## src/rtl/led_meter_pkg.sv

```systemverilog
// Shared types and widths for the LED level-meter datapath.
// Imported by the magnitude front end and the level sequencer.
package led_meter_pkg;

  localparam int SAMPLE_W = 12;
  localparam int LEVEL_W  = 6;
  localparam int MAG_W    = 11;

  localparam logic [SAMPLE_W-1:0] MID_SCALE = 12'd2048;

  typedef enum logic {
    HOLD  = 1'b0,
    DECAY = 1'b1
  } meter_state_t;

  // Coarse display level is the top LEVEL_W bits of the magnitude.
  function automatic logic [LEVEL_W-1:0] mag_to_level(input logic [MAG_W-1:0] mag);
    return mag[MAG_W-1 -: LEVEL_W];
  endfunction

endpackage

```

## src/rtl/adc_magnitude.sv

```systemverilog
// Offset-binary ADC sample to unsigned magnitude, plus rail (clip) detection.
// Purely combinational so it can be shared by further meter channels.
module adc_magnitude
  import led_meter_pkg::*;
(
  input  logic [SAMPLE_W-1:0] sample,
  output logic [MAG_W-1:0]    mag,
  output logic                clip
);

  // The MSB selects the half around MID_SCALE: sample-2048 is the low bits,
  // 2047-sample is their complement.
  always_comb begin
    if (sample >= MID_SCALE) begin
      mag = sample[MAG_W-1:0];
    end else begin
      mag = ~sample[MAG_W-1:0];
    end
  end

  assign clip = (sample == '0) || (sample == '1);

endmodule

```

## src/rtl/led_level_sched.sv

```systemverilog
// Windowed peak meter with peak-hold / decay ballistics for the LED bar graph.
// One level, update strobe and clip flag are published per WIN_LEN valid samples.
module led_level_sched
  import led_meter_pkg::*;
#(
  parameter int WIN_LEN      = 512,
  parameter int WIN_W        = 9,
  parameter int HOLD_WINDOWS = 8,
  parameter int DECAY_STEP   = 1
) (
  input  logic        dclk,
  input  logic        rst,
  input  logic        sample_valid,
  input  logic [11:0] sample,
  output logic [5:0]  level,
  output logic        level_update,
  output logic        clip
);

  localparam int HC_W = $clog2(HOLD_WINDOWS + 1);
  localparam logic [WIN_W-1:0]   WIN_LAST = WIN_W'(WIN_LEN - 1);
  localparam logic [HC_W-1:0]    HOLD_MAX = HC_W'(HOLD_WINDOWS);
  localparam logic [LEVEL_W-1:0] STEP     = LEVEL_W'(DECAY_STEP);

  logic [MAG_W-1:0]   mag;
  logic               sample_clip;
  logic [LEVEL_W-1:0] cand;
  logic [LEVEL_W-1:0] win_peak;
  logic               win_clip;
  logic               win_close;

  logic [WIN_W-1:0]   win_cnt_reg;
  logic [LEVEL_W-1:0] peak_acc_reg;
  logic               clip_acc_reg;
  logic               clip_reg;
  logic               level_update_reg;

  meter_state_t       state_reg, state_next;
  logic [HC_W-1:0]    hold_cnt_reg, hold_cnt_next;
  logic [LEVEL_W-1:0] level_reg, level_next;
  logic [LEVEL_W-1:0] level_dec;

  adc_magnitude u_mag (
    .sample (sample),
    .mag    (mag),
    .clip   (sample_clip)
  );

  assign cand      = mag_to_level(mag);
  assign win_close = sample_valid && (win_cnt_reg == WIN_LAST);
  // Closing sample joins the window through these combinational terms.
  assign win_peak  = (cand > peak_acc_reg) ? cand : peak_acc_reg;
  assign win_clip  = clip_acc_reg | sample_clip;

  always_ff @(posedge dclk or posedge rst) begin
    if (rst) begin
      win_cnt_reg      <= '0;
      peak_acc_reg     <= '0;
      clip_acc_reg     <= 1'b0;
      clip_reg         <= 1'b0;
      level_update_reg <= 1'b0;
    end else begin
      level_update_reg <= win_close;
      if (win_close) begin
        win_cnt_reg  <= '0;
        peak_acc_reg <= '0;
        clip_acc_reg <= 1'b0;
        clip_reg     <= win_clip;
      end else if (sample_valid) begin
        win_cnt_reg  <= win_cnt_reg + 1'b1;
        peak_acc_reg <= win_peak;
        clip_acc_reg <= win_clip;
      end
    end
  end

  always_ff @(posedge dclk or posedge rst) begin
    if (rst) begin
      state_reg    <= HOLD;
      hold_cnt_reg <= '0;
      level_reg    <= '0;
    end else begin
      state_reg    <= state_next;
      hold_cnt_reg <= hold_cnt_next;
      level_reg    <= level_next;
    end
  end

  always_comb begin
    state_next    = state_reg;
    hold_cnt_next = hold_cnt_reg;
    if (win_close) begin
      if (win_peak >= level_reg) begin
        state_next    = HOLD;
        hold_cnt_next = '0;
      end else if (state_reg == HOLD) begin
        hold_cnt_next = (hold_cnt_reg == HOLD_MAX) ? hold_cnt_reg : hold_cnt_reg + 1'b1;
        if (hold_cnt_next == HOLD_MAX) begin
          state_next = DECAY;
        end
      end
    end
  end

  // Decay never falls below the current window's peak and never wraps below 0.
  assign level_dec = (level_reg > STEP) ? (level_reg - STEP) : '0;

  always_comb begin
    level_next = level_reg;
    if (win_close) begin
      if (win_peak >= level_reg) begin
        level_next = win_peak;
      end else if (state_reg == DECAY) begin
        level_next = (level_dec > win_peak) ? level_dec : win_peak;
      end
    end
  end

  assign level        = level_reg;
  assign level_update = level_update_reg;
  assign clip         = clip_reg;

endmodule
```

## config.mk

```make
export PLATFORM = sky130hd
export DESIGN_NAME = led_level_sched
export DESIGN_NICKNAME = d
export VERILOG_FILES = /design/src/rtl/led_meter_pkg.sv /design/src/rtl/adc_magnitude.sv /design/src/rtl/led_level_sched.sv
export SDC_FILE = /design/constraint.sdc
export NUM_CORES = 1
export LEC_CHECK = 0
export ABC_AREA = 1
export CORE_UTILIZATION = 57
export CTS_BUF_LIST = sky130_fd_sc_hd__clkbuf_16
export CTS_CLUSTER_DIAMETER = 100
export DETAILED_ROUTE_END_ITERATION = 7
export HOLD_SLACK_MARGIN = 0.1
export PLACE_DENSITY = 0.84
export SETUP_SLACK_MARGIN = 0.15
export SLEW_MARGIN = 30
export SYNTH_ARGS = -nofsm -noshare
export SYNTH_HDL_FRONTEND = slang
export SYNTH_SLANG_ARGS = --single-unit
export TNS_END_PERCENT = 20
```

## constraint.sdc

```tcl
create_clock -name dclk -period 3.6 [get_ports dclk]
set_input_delay 0.72 -clock dclk [delete_from_list [all_inputs] [get_ports dclk]]
set_output_delay 0.72 -clock dclk [all_outputs]
set_load 0.03 [all_outputs]
```

==> run_results.csv <==
group,metric,value,unit
cts,clkSlewWorstSetupHoldPaths,0.05,ns
drt,dr_wl_met2,3.81,mm
place,gp_congestion,0.849,
yosys,synth_area,2240,sq um
critical_path,crit_end,"level[4]",
critical_path,endpoint_kind,"register",
cts,clkSinkCount,29,
drt,highest_layer,"met4",
yosys,synthSimpleGateAreaFrac,0.295,
floorplanning,start_util,0.604,
yosys,synth-async-reset-ratio,1.00,
status,status,"complete, no violations",
layout,multi_input_comb_area,1520,sq um
critical_path,crit_type,"input port to register",
timing,timing.final.ws_setup,0.0942,ns
global_route,grt_pass1_vias,2209,
yosys,synth-main-ff-cell,"dfrtp_1",
yosys,synth_cell_type_count,31,
critical_path,required,3.82,ns
power,p_per_area,737,nW/um^2
yosys,synthAdderAreaFrac,0.128,
floorplanning,dieHeight,64.8,um
timing,clock.fmax,285,MHz
timing,skew,0.0107,ns
layout,final_util,0.852,
layout,largest_register_ffs,9,
critical_path,reg2reg_depth,20,
critical_path,crit_path_start_kind,"input port",
cts,htreeDepth,2,
global_route,grt_pass1_wl,10.1,mm
global_route,grt_start_max_net_pins,30,
place,dp_hpwl,4.04,mm
layout,diodes,0,
timing,hold_ws,0.495,ns
power,vdd_drop_max,0.585,mV
yosys,syn_nets,330,
yosys,synth_top_family_by_area,"simple AND/OR/NAND/NOR gates",
cts,cts_tree,"built",
min_path,hold_class,"register to register",
timing,slew_headroom,0.582,
floorplanning,dieWidth,64.8,um
yosys,syn_avg_cell_area,7.69,sq um
yosys,synth_common_cells,"56 x nand2_1, 51 x inv_1, 29 x dfrtp_1",
yosys,ys_seq_area_frac,0.323,
timing,period_share,0.974,
floorplanning,dieArea,4190,sq um
yosys,yosysWarningCount,0,
cts,clockRootBuffer,"clkbuf_16",
layout,seq_area,726,sq um
cts,clockBufferDepth,2,
yosys,synth_top_area_cell,"dfrtp_1",
yosys,synthMuxAreaShare,0,
critical_path,r2r-end,"level[4]",
yosys,synth_xor_area_frac,0.0390,
critical_path,cp.arrival,3.72,ns
global_route,overflow,0,
power,p_leak,0.00157,uW
yosys,synth_edf_count,0,
critical_path,rrSetupSlack,0.46,ns
timing,setup_viol,0,
global_route,antenna_found_initial,0,
yosys,synth_cells,292,
drt,vias,2394,
place,portBuffers,22,
place,pre_cts_ws,-0.535,ns
layout,syn_to_final_growth,41.0,%
floorplanning,rows,22,
drt,drc,0,
yosys,synth_top_area_frac,0.323,
cts,ctsHoldBuffers,0,
timing,hold_viol,0,
yosys,ys_ff_latch,29,
timing,worst_pin_slew,0.626,ns
drt,viasPerCell,5.96,
yosys,synth_most_common_cell,"nand2_1",
layout,fill_cells,178,
timing,finalCriticalPeriod,3.51,ns
global_route,grt_usage,0.320,
layout,nets,391,
floorplanning,io-pin-count,23,
drt,drt-total-wl,7.69,mm
critical_path,cp-startpoint,"sample[11]",
timing,setup_tns,0,ns
drt,wl_met3,534,um
critical_path,path_max_fanout,7,
drt,ant_nets,0,
critical_path,timing.rr.start,"peak_acc_reg[3]",
drt,wl_met1,2.89,mm
flow_run,cap_violations,0,
drt,drt-initial-drc-count,277,
drt,wire_per_inst,19.1,um
yosys,synth_compound_area_frac,0.110,
floorplanning,core-area,3720,sq um
cts,cts_buffers,5,
layout,drive_above_1_share,0.314,
timing,drv_slew,0,
yosys,synthTopCellsByArea,"dfrtp_1 32%, ha_1 13%, nand2_1 9.4%",
cts,worst_skew_pair.late_latency,0.28,ns
drt,firstDrtPassIters,5,
## logic make-up after synthesis
logic type      Yosys count
fa+ha+maj                23
xor+xnor                 10
compound gates           40
simple gates            130
flops                    29
buf+inv                  60
## timing repair
| action | CTS | global route |
|---|---|---|
| setup endpoints to repair | 11 | 11 |
| gates resized for setup | 32 | 44 |
| buffers inserted | 2 | 3 |
| pin swaps | 14 | 24 |
| gates cloned | 1 | 0 |
## how the worst min path moves through the flow
stage                         startpoint              to  slack [ns]  cells past startpoint
after floorplan           win_cnt_reg[8]  win_cnt_reg[8]        0.46                      2
after global placement              clip            clip        0.47                      2
after detailed placement  win_cnt_reg[8]  win_cnt_reg[8]        0.48                      2
after CTS                 win_cnt_reg[8]  win_cnt_reg[8]        0.50                      2
after global routing      win_cnt_reg[8]  win_cnt_reg[8]        0.51                      2
final                     win_cnt_reg[8]  win_cnt_reg[8]        0.50                      2
## cells in the final DEF, fill, tap and decap left out, types with 14 or more instances in the layout
master / Yosys / layout
inv_1: 51 / 48
buf_4: 0 / 33
ha_1: 23 / 18
nand3_1: 18 / 16
nand2_1: 56 / 47
nand2_2: 8 / 14
dfrtp_1: 29 / 29
clkdlybuf4s50_1: 0 / 15
## power breakdown
part,internal [uW],total (uW),switching (uW)
clock network,324,483,160
logic,581,1410,827
registers,394,441,46.6
total,1300,2330,1030
## stage by stage
| step | total power, uW | std cells | area [sq um] |
|---|---|---|---|
| 6_report | 2330 | 402 | 3160 |
| 5_1_grt | 2430 | 402 | 3160 |
| 4_1_cts | 1990 | 399 | 2990 |
| 3_5_place_dp | 1410 | 388 | 2730 |
| 3_3_place_gp | 1380 | 388 | 2730 |
| 2_1_floorplan | 1070 | 292 | 2240 |
## final cells by class
cell class              instances  share of cell area
flip-flops and latches         29               0.229
repair buffers                 57               0.149
repair inverters                1             0.00237
multi-input cells             203               0.481
well taps                      48              0.0190
clock inverters                 3              0.0130
clock buffers                   5              0.0395
inverters                      56              0.0672
## routing by layer
metal	global-route usage	up-vias
li1	-	1082
met1	0.376	1134
met2	0.573	125
met3	0.0599	53
met4	0.119	0
met5	0	-
## critical path: stages
cell	delay, ns
buf_6	0.11
buf_8	0.15
xnor2_4	0.15
ha_4	0.32
nand2_4	0.09
nor2_4	0.17
nand3_4	0.10
nand2_4	0.11
clkinvlp_4	0.16
nand2_1	0.10
o21ai_1	0.09
ha_1	0.31
nand2_1	0.10
inv_1	0.09
a31oi_4	0.21
nand2_2	0.09
nor2_4	0.25
nand2_4	0.14
nand2_2	0.10
nand3_2	0.06
nand2_1	0.08
Note: power is estimated with default switching activity, not from simulation.
